==> src/rtl/if_stage_pkg.sv <==
// Shared definitions for the fetch stage and its decode-side consumers:
// reset vector, bus widths and branch bus field offsets.
package if_stage_pkg;

  localparam logic [31:0] RESET_PC_DEF = 32'h1c000000;

  localparam int IF_ID_BUS_W   = 64;
  localparam int BR_BUS_W      = 34;
  localparam int BR_TAKEN_BIT  = 33;
  localparam int BR_CANCEL_BIT = 32;
  localparam int BR_TARGET_LSB = 0;

  typedef struct packed {
    logic        taken;
    logic        cancel;
    logic [31:0] target;
  } br_bus_t;

  function automatic logic [31:0] word_align(input logic [31:0] addr);
    return {addr[31:2], 2'b00};
  endfunction

endpackage

==> src/rtl/if_stage_chk.sv <==
// Simulation-only consistency checks for the fetch stage instruction source.
module if_stage_chk (
  input logic clk,
  input logic rst,
  input logic valid,
  input logic buf_valid,
  input logic rdata_fresh
);

  // A held instruction must come from either the buffer or fresh SRAM data
  always @(posedge clk) begin
    if (!rst) begin
      assert (!(valid && !buf_valid && !rdata_fresh));
    end
  end

endmodule

==> src/rtl/if_stage.sv <==
// Instruction fetch stage: PC register, next-PC select, SRAM request and a
// one-entry buffer that keeps SRAM read data alive while decode stalls.
module if_stage
  import if_stage_pkg::*;
#(
  parameter logic [31:0] RESET_PC = RESET_PC_DEF
) (
  input  logic                   clk,
  input  logic                   rst,
  input  logic                   id_allowin,
  input  logic [BR_BUS_W-1:0]    br_bus,
  output logic                   if_validout,
  output logic [IF_ID_BUS_W-1:0] if_to_id_bus,
  output logic                   inst_sram_en,
  output logic [3:0]             inst_sram_we,
  output logic [31:0]            inst_sram_addr,
  output logic [31:0]            inst_sram_wdata,
  input  logic [31:0]            inst_sram_rdata
);

  logic [31:0] pc_r;
  logic        valid_r;
  logic [31:0] buf_inst_r;
  logic        buf_valid_r;
  logic        rdata_fresh_r;

  logic        redir_s;
  logic [31:0] br_target_s;
  logic [31:0] seq_pc_s;
  logic [31:0] nextpc_s;
  logic        if_allowin_s;
  logic [31:0] inst_s;
  logic        unused_br_taken_s;

  // br_taken alone may fire on stale operands while decode is stalled; only cancel redirects
  assign redir_s           = br_bus[BR_CANCEL_BIT];
  assign br_target_s       = br_bus[BR_TARGET_LSB +: 32];
  assign unused_br_taken_s = br_bus[BR_TAKEN_BIT];

  // Pre-IF: next fetch address and IF acceptance
  always_comb begin
    seq_pc_s = pc_r + 32'd4;
    if (redir_s) begin
      nextpc_s = br_target_s;
    end else begin
      nextpc_s = seq_pc_s;
    end
    if_allowin_s = ~valid_r | id_allowin | redir_s;
  end

  // PC and valid register
  always_ff @(posedge clk or posedge rst) begin
    if (rst) begin
      pc_r    <= RESET_PC - 32'd4;
      valid_r <= 1'b0;
    end else if (if_allowin_s) begin
      pc_r    <= nextpc_s;
      valid_r <= 1'b1;
    end else begin
      pc_r    <= pc_r;
      valid_r <= valid_r;
    end
  end

  // Instruction buffer: capture fresh SRAM data the first cycle decode refuses it
  always_ff @(posedge clk or posedge rst) begin
    if (rst) begin
      buf_inst_r    <= 32'h0000_0000;
      buf_valid_r   <= 1'b0;
      rdata_fresh_r <= 1'b0;
    end else if (if_allowin_s) begin
      buf_inst_r    <= buf_inst_r;
      buf_valid_r   <= 1'b0;
      rdata_fresh_r <= 1'b1;
    end else begin
      rdata_fresh_r <= 1'b0;
      if (valid_r && rdata_fresh_r && !id_allowin && !redir_s) begin
        buf_inst_r  <= inst_sram_rdata;
        buf_valid_r <= 1'b1;
      end else begin
        buf_inst_r  <= buf_inst_r;
        buf_valid_r <= buf_valid_r;
      end
    end
  end

  // Output select: buffered instruction wins over the SRAM port
  always_comb begin
    if (buf_valid_r) begin
      inst_s = buf_inst_r;
    end else begin
      inst_s = inst_sram_rdata;
    end
    if (valid_r) begin
      if_to_id_bus = {pc_r, inst_s};
    end else begin
      if_to_id_bus = {IF_ID_BUS_W{1'b0}};
    end
    if_validout     = valid_r;
    inst_sram_en    = if_allowin_s & ~rst;
    inst_sram_addr  = word_align(nextpc_s);
    inst_sram_we    = 4'b0000;
    inst_sram_wdata = 32'h0000_0000;
  end

  if_stage_chk u_chk (
    .clk         (clk),
    .rst         (rst),
    .valid       (valid_r),
    .buf_valid   (buf_valid_r),
    .rdata_fresh (rdata_fresh_r)
  );

endmodule

==> config.mk <==
export PLATFORM = sky130hd
export DESIGN_NAME = if_stage
export DESIGN_NICKNAME = d
export VERILOG_FILES = /design/src/rtl/if_stage_pkg.sv /design/src/rtl/if_stage_chk.sv /design/src/rtl/if_stage.sv
export SDC_FILE = /design/constraint.sdc
export NUM_CORES = 1
export LEC_CHECK = 0
export ABC_AREA = 1
export CORE_ASPECT_RATIO = 1.1
export CORE_MARGIN = 2
export CORE_UTILIZATION = 38
export CTS_CLUSTER_SIZE = 24
export DETAILED_ROUTE_END_ITERATION = 8
export GPL_TIMING_DRIVEN = 0
export PLACE_DENSITY = 0.69
export SLEW_MARGIN = 15
export SYNTH_ARGS = -nofsm -noshare
export SYNTH_HDL_FRONTEND = slang
export SYNTH_HIERARCHICAL = 1
export SYNTH_SLANG_ARGS = --single-unit
==> constraint.sdc <==
create_clock -name clk -period 4.06 [get_ports clk]
set_clock_uncertainty 0.1 [all_clocks]
set_input_delay 0.406 -clock clk [delete_from_list [all_inputs] [get_ports clk]]
set_output_delay 0.406 -clock clk [all_outputs]
set_load 0.01 [all_outputs]
==> parameters.txt, run 1 <==
Parameter                              Value

Status
  Result of the run    finished clean

Timing
  Share of the cycle needed by the critical path after routing    84.19%
  Tightest slew margin relative to the limit    56.13%
  Max Clock Freq    292.6 MHz
  Number of hold violations in the final report    0
  Final Worst Setup Slack    0.6419 ns
  Unrepaired setup endpoints after global routing    false
  Worst-Margin Slew    0.6581 ns
  Post-Route Setup TNS    0 ns
  Setup violations, final    0
  Count of pins over their slew limit    0
  Post-layout minimum cycle time    3.418 ns

Clock network
  Setup Buffers After CTS    0
  H-tree level count    3
  Maximum root-to-sink buffer count    2
  Register clock-pin slew on the reported worst setup and hold paths    0.06 ns
  Number of gates resized after cts    0
  Number of hold buffers added after cts    0
  Insertion delay to the later sink of the worst-skew pair    0.34 ns
  Number of buffers added by the clock tree synthesis step    9
  CTS tree    built
  CTS Root Cell    sky130_fd_sc_hd__clkbuf_16
  Clock Sinks    67

Synthesis
  Area share of xor/xnor cells in the synthesized design    0.5132%
  Sequential cell area fraction in the yosys report    33.38%
  Synthesized-area fraction occupied by and/or/nand/nor cells    30.99%
  Post-synthesis share of cell area spent on full adders, half adders and majority gates    0.2444%
  Average footprint of a synthesized cell    6.701 um2
  Flip-flop and latch count after synthesis    67
  Number of warning messages in the yosys log    6
  Synthesized area    0.005120 mm2
  Post-synthesis compound-gate area fraction    11.75%
  Cell variety after synth    33
  Largest family of logic cells by synthesized area    simple AND/OR/NAND/NOR gates
  Cell count after synthesis    764
  Fraction of synthesized area in multiplexers    3.592%

Global routing
  GRT busiest layer    met2
  Via count of the first global-routing pass    4926
  Overall routing resource usage    21.48%
  Overall overflow remaining after global route    0
  Global-route met2 utilization    36.37%
  Met3 Usage GRT    5.775%
  GRT met1 Usage    26.42%
  Maximum number of pins on one net before global-route repair    48
  Initial antenna violation count    0
  Global-route wire length before repair    24670 um

Setup path
  Category of the critical setup timing path    flip-flop to primary output
  Setup crit end kind    primary output
  R2R depth    11
  Crit start category    flip-flop
  Max FO, Critical Path    6
  Required time of the critical path    3.55 ns
  Data arrival, critical path    2.91 ns

Power and ir drop
  Combinational share of power    29.0%
  Internal power consumption    1.820 mW
  Sw power    758.6 uW
  Power share of the clock group    36.1%
  Switching share of power    29.42%
  IR Drop Worst-Case VDD    0.1710 mV
  Areal power density over the cells    345.0 mW/mm2
  Leakage Power    3.704 nW
  Sequential share of power    34.8%
  Power, Total    2.578 mW

Job
  Number of maximum-capacitance constraint violations    0

Detailed routing
  Vias after detailed routing    5255
  Iteration count of the initial detailed-routing pass    5
  Number of nets with antenna violations after routing    0
  Post-detailed-route wirelength per cell    13.48 um
  Drc violations    0
  Wirelength, routed    15400 um
  Routed vias/inst    4.602
  Number of violations reported at the end of detailed-routing iteration 0    238

Finish
  Total Nets Final    1046
  Area growth from synthesis to final layout    45.97%
  N_diodes    0
  Post-Layout Inst Area    0.007473 mm2
  Fraction of layout instances using a drive strength above 1    15.80%

Die
  Starting utilization of the core area    38.91%
  Core Region    0.01316 mm2
  Chip height    125.7 um
  Ports    203
  Die area    0.01442 mm2
  Floorplan row count    44
  Die span in x    114.7 um

Min path
  Class of the tightest hold or removal check    input pin to asynchronous set/reset pin

Placement
  Number of buffers inserted by port buffering    163
  Placed Area    0.007122 mm2
  Final weighted congestion of routability-driven global placement    0.8813
  Setup slack at placement    0.6888 ns
  Final HPWL DP    11890 um
[cell usage after synthesis, drive strengths merged]
library cell	count	area [um2]
and2	11	68.82
nand3	52	260.3
a21boi	4	30.03
conb	2	7.510
dfrtp	41	1026
o211ai	5	37.54
mux2	13	183.9
o21ai	68	340.3
a21oi	23	115.1
xor2	3	26.28
o21bai	2	15.01
clkbuf	24	90.09
nand4	2	12.51
nor3	1	16.27
nor2	79	316.5
o21a	6	45.04
or2	17	106.4
a31oi	3	18.77
buf	75	556.8
inv	92	345.3
nand2	214	805.8
ha	1	12.51
dfstp	26	683.2
[critical path: stages, from the launching register on]
cell and delay [ns]:
sky130_fd_sc_hd__dfstp_2 0.58, sky130_fd_sc_hd__ha_1 0.24, sky130_fd_sc_hd__nand2_1 0.11, sky130_fd_sc_hd__nor2_2 0.27, sky130_fd_sc_hd__nand2_1 0.20, sky130_fd_sc_hd__inv_1 0.16
sky130_fd_sc_hd__nand2_1 0.07, sky130_fd_sc_hd__nand2_1 0.06, sky130_fd_sc_hd__nand2_1 0.06, sky130_fd_sc_hd__a21boi_0 0.17, sky130_fd_sc_hd__buf_4 0.13, sky130_fd_sc_hd__clkdlybuf4s50_1 0.52
[cell usage in the layout, fill, tap and decap left out, drive strengths merged]
cell type,netlist,layout
a21boi,4,4
a21oi,23,23
a31oi,3,3
and2,11,11
buf,75,76
bufinv,0,3
clkbuf,24,34
clkdlybuf4s50,0,163
clkinv,0,3
conb,2,39
dfrtp,41,41
dfstp,26,26
ha,1,1
inv,92,92
mux2,13,13
nand2,214,214
nand3,52,52
nand4,2,2
nor2,79,79
nor3,1,1
o211ai,5,5
o21a,6,6
o21ai,68,68
o21bai,2,2
or2,17,17
xor2,3,3
[state kept, by name (all words and copies together), names as in the netlist]
| signal | flops |
|---|---|
| buf_inst_r | 32 |
| buf_valid_r | 1 |
| if_validout | 1 |
| pc_r | 32 |
| rdata_fresh_r | 1 |
[power by group through the flow]
stage,logic [mW],registers (mW),clock network [mW]
4_1_cts,0.754,0.896,0.943
5_1_grt,0.830,0.913,0.968
2_1_floorplan,0.441,0.870,0
3_5_place_dp,0.751,0.904,0
3_3_place_gp,0.740,0.902,0
6_report,0.749,0.898,0.931
[cells by family (layout without fill, tap and decap cells)]
family / Yosys count / in the layout
compound gates: 111 / 111
xor+xnor: 3 / 3
fa+ha+maj: 1 / 1
buf+inv: 191 / 371
flops: 67 / 67
mux: 13 / 13
other cells: 2 / 39
simple gates: 376 / 376
[layer usage]
layer	vias up	routed length [um]
li1	2705	-
met1	2352	6439
met2	180	7409
met3	18	1303
met4	0	246
met5	-	0
[worst paths after layout]
check                      slack, ns                  to           start
setup / recovery                0.64  inst_sram_addr[14]         pc_r[3]
hold / removal                  0.29      buf_inst_r[19]             rst
setup reg to reg                1.93            pc_r[14]         pc_r[3]
hold reg to reg                 0.38      buf_inst_r[16]  buf_inst_r[16]
max in group asynchronous       2.98            pc_r[25]             rst
min in group clk                0.38      buf_inst_r[16]  buf_inst_r[16]
[per-stage QoR]
stage	util [%]	instances	hold WS (ns)
6_report	56.80	1142	0.2866
5_1_grt	56.80	1142	0.3144
4_1_cts	56.80	1142	0.2901
3_5_place_dp	54.13	1126	0.3675
3_3_place_gp	53.90	1125	0.3596
2_1_floorplan	-	801	0.3417
[layout make-up]
class / count / area (um2)
buffer: 99 / 646.9
clock buffer: 10 / 239.0
clock inverter: 6 / 112.6
fill: 1276 / 5684
inverter: 92 / 347.8
multi-input combinational: 543 / 2557
sequential: 67 / 1709
tap: 161 / 201.4
timing repair buffer: 164 / 1659
(Power assumes the default switching activity.)
==> run 2: changes to the inputs <==
Settings changed: PLACE_DENSITY 0.69 to 0.71.
Clock period 4.06 ns to 3.05 ns, I/O delays scaled along.
==> run 2 against run 1 <==
Against the previous run:
- final cell count is 0.61% higher
- clock power up 12%
- sequential cell count is the same
- routed wire length shrank 0.11%
- sequential share of layout area fell by 0.27 points
- combinational power increased by 38%
- global-route usage is 0.17 points lower
- critical endpoint is now inst_sram_addr[27]
- largest cell class unchanged
- largest power group is now sequential cells
==> parameters.txt, run 2 (synthesis results as in run 1) <==
Parameter                              Value

Status
  Result of the run    finished clean (unchanged)

Finish
  N_diodes    0 (unchanged)
  Fraction of layout instances using a drive strength above 1    18.42% (was 15.80%)
  Largest registers    buf_inst_r (32), pc_r (32) (unchanged)
  Total Nets Final    1053 (was 1046)
  Area growth from synthesis to final layout    47.70% (was 45.97%)
  Core occupancy in the finished layout    57.47% (was 56.80%)
  Commonest cells after routing, fill and taps aside    207 x sky130_fd_sc_hd__nand2_1, 161 x sky130_fd_sc_hd__clkdlybuf4s50_1, 88 x sky130_fd_sc_hd__inv_1 (was 213 x sky130_fd_sc_hd__nand2_1, 163 x sky130_fd_sc_hd__clkdlybuf4s50_1, 89 x sky130_fd_sc_hd__inv_1)
  Most common cell after layout, fill and taps aside    sky130_fd_sc_hd__nand2_1 (unchanged)

Power and ir drop
  Leakage Power    3.738 nW (was 3.704 nW)
  Combinational share of power    31.5% (was 29.0%)
  Sequential share of power    36.6% (was 34.8%)
  Power, Total    3.266 mW (was 2.578 mW)
  Power share of the clock group    31.9% (was 36.1%)
  Sw power    995.2 uW (was 758.6 uW)
  Areal power density over the cells    431.9 mW/mm2 (was 345.0 mW/mm2)
  IR Drop Worst-Case VDD    0.3036 mV (was 0.1710 mV)
  Switching share of power    30.47% (was 29.42%)
  Internal power consumption    2.271 mW (was 1.820 mW)

Detailed routing
  Number of nets with antenna violations after routing    0 (unchanged)
  Iteration count of the initial detailed-routing pass    4 (was 5)
  Routed vias/inst    4.588 (was 4.602)
  Number of violations reported at the end of detailed-routing iteration 0    203 (was 238)
  Vias after detailed routing    5272 (was 5255)
  Drc violations    0 (unchanged)
  Wirelength, routed    15380 um (was 15400 um)
  Post-detailed-route wirelength per cell    13.39 um (was 13.48 um)

Timing
  Worst-Margin Slew    0.6042 ns (was 0.6581 ns)
  Final Worst Setup Slack    0.07251 ns (was 0.6419 ns)
  Post-Route Setup TNS    0 ns (unchanged)
  Setup violations, final    0 (unchanged)
  Count of pins over their slew limit    0 (unchanged)
  Max Clock Freq    335.9 MHz
  Tightest slew margin relative to the limit    59.72% (was 56.13%)
  Unrepaired setup endpoints after global routing    true (was false)
  Share of the cycle needed by the critical path after routing    97.62%
  Number of hold violations in the final report    0 (unchanged)
  Post-layout minimum cycle time    2.977 ns
  Hold slack final    0.1760 ns (was 0.2866 ns)

Setup path
  Category of the critical setup timing path    flip-flop to primary output (unchanged)
  R2R depth    8 (was 11)
  Max FO, Critical Path    6 (unchanged)
  Setup crit end kind    primary output (unchanged)
  Data arrival, critical path    2.57 ns (was 2.91 ns)
  Crit Reg-Reg Endpoint    pc_r[16] (was pc_r[14])
  R2r startpoint    pc_r[3] (unchanged)
  Crit start category    flip-flop (unchanged)
  Setup slack of the most critical reg-to-reg path    1.21 ns (was 1.93 ns)
  Required time of the critical path    2.64 ns (was 3.55 ns)

Job
  Number of maximum-capacitance constraint violations    0 (unchanged)

Die
  Starting utilization of the core area    38.91% (unchanged)
  Ports    203 (unchanged)
  Floorplan row count    44 (unchanged)
  Die span in x    114.7 um (unchanged)
  Die area    0.01442 mm2 (unchanged)
  Chip height    125.7 um (unchanged)
  Core Region    0.01316 mm2 (unchanged)

Clock network
  Maximum root-to-sink buffer count    2 (unchanged)
  Number of buffers added by the clock tree synthesis step    9 (unchanged)
  H-tree level count    3 (unchanged)
  Insertion delay to the later sink of the worst-skew pair    0.33 ns (was 0.34 ns)
  Clock Sinks    67 (unchanged)
  Register clock-pin slew on the reported worst setup and hold paths    0.06 ns (about the same)
  CTS tree    built (unchanged)
  CTS Root Cell    sky130_fd_sc_hd__clkbuf_16 (unchanged)

Global routing
  Via count of the first global-routing pass    4849 (was 4926)
  Overall routing resource usage    21.31% (was 21.48%)
  Overall overflow remaining after global route    0 (unchanged)
  Maximum number of pins on one net before global-route repair    50 (was 48)
  Global-route wire length before repair    24380 um (was 24670 um)
  Initial antenna violation count    0 (unchanged)

Placement
  Final weighted congestion of routability-driven global placement    0.9269 (was 0.8813)
  Number of buffers inserted by port buffering    163 (unchanged)
  Setup slack at placement    -0.1147 ns (was 0.6888 ns)
  Final HPWL DP    11740 um (was 11890 um)

Min path
  Class of the tightest hold or removal check    input pin to asynchronous set/reset pin (unchanged)
==> run 2: cell types whose count changed in the layout (fill, tap and decap cells not counted), moves of 2 or more <==
cell,before,now
sky130_fd_sc_hd__nor2_1,75,65
sky130_fd_sc_hd__buf_4,68,75
sky130_fd_sc_hd__nand2_1,213,207
sky130_fd_sc_hd__nand2_2,1,7
sky130_fd_sc_hd__nor2_2,2,7
sky130_fd_sc_hd__nor2_4,2,7
sky130_fd_sc_hd__clkbuf_2,0,3
sky130_fd_sc_hd__a21boi_0,4,2
sky130_fd_sc_hd__a21boi_1,0,2
sky130_fd_sc_hd__bufinv_16,3,1
sky130_fd_sc_hd__clkdlybuf4s50_1,163,161
sky130_fd_sc_hd__clkinv_4,2,0
sky130_fd_sc_hd__dlymetal6s2s_1,0,2
==> run 2: per-layer routing <==
layer / GRT usage (%) / wire (um)
met1: 26.18 / 6420
met2: 35.61 / 7239
met3: 7.122 / 1409
met4: 5.882 / 312
met5: 0 / 0
==> run 2: area by class of cell <==
class | instances | area [um2]
sequential | 67 | 1709
tap | 161 | 201.4
inverter | 92 | 347.8
clock inverter | 3 | 40.04
timing repair buffer | 171 | 1717
multi-input combinational | 543 | 2646
clock buffer | 13 | 250.2
fill | 1271 | 5595
buffer | 99 | 650.6
==> run 2: worst max path at each step <==
stage | cells after the start | endpoint | slack [ns] | from
4_1_cts | 9 | inst_sram_addr[31] | -0.007 | pc_r[2]
3_3_place_gp | 5 | inst_sram_en | -0.97 | rst
5_1_grt | 9 | inst_sram_addr[27] | -0.02 | pc_r[16]
3_5_place_dp | 7 | inst_sram_addr[14] | -0.11 | br_bus[32]
2_1_floorplan | 3 | inst_sram_en | 0.71 | rst
6_report | 9 | inst_sram_addr[27] | 0.07 | pc_r[16]
==> run 2: per-stage QoR <==
stage,cells,instance area [um2]
after floorplan,801,5259
after global placement,1125,7092
after detailed placement,1126,7122
after CTS,1144,7452
after global routing,1149,7562
final,1149,7562
==> run 2: worst max-delay path, cell delays in order (launching register included) <==
cell and delay [ns]:
sky130_fd_sc_hd__dfstp_2 0.59, sky130_fd_sc_hd__nand2_1 0.09, sky130_fd_sc_hd__nor2_1 0.24, sky130_fd_sc_hd__nand2_1 0.16, sky130_fd_sc_hd__nor2_1 0.18, sky130_fd_sc_hd__nand3_1 0.09
sky130_fd_sc_hd__nand3_1 0.11, sky130_fd_sc_hd__and2_1 0.13, sky130_fd_sc_hd__buf_4 0.09, sky130_fd_sc_hd__clkdlybuf4s50_1 0.55
==> run 2: power groups by stage <==
stage / Combinational (mW) / Clock [mW] / Sequential (mW)
after floorplan: 0.587 / 0 / 1.16
after global placement: 0.985 / 0 / 1.20
after detailed placement: 1.00 / 0 / 1.20
after CTS: 1.01 / 1.06 / 1.19
after global routing: 1.14 / 1.10 / 1.22
final: 1.03 / 1.04 / 1.20
==> run 2: timing repair <==
item	4_1_cts	5_1_grt
gates cloned	0	0
setup endpoints to repair	14	18
hold buffers	0	0
resized for setup	9	25
buffers inserted	2	5
pin swaps	1	4
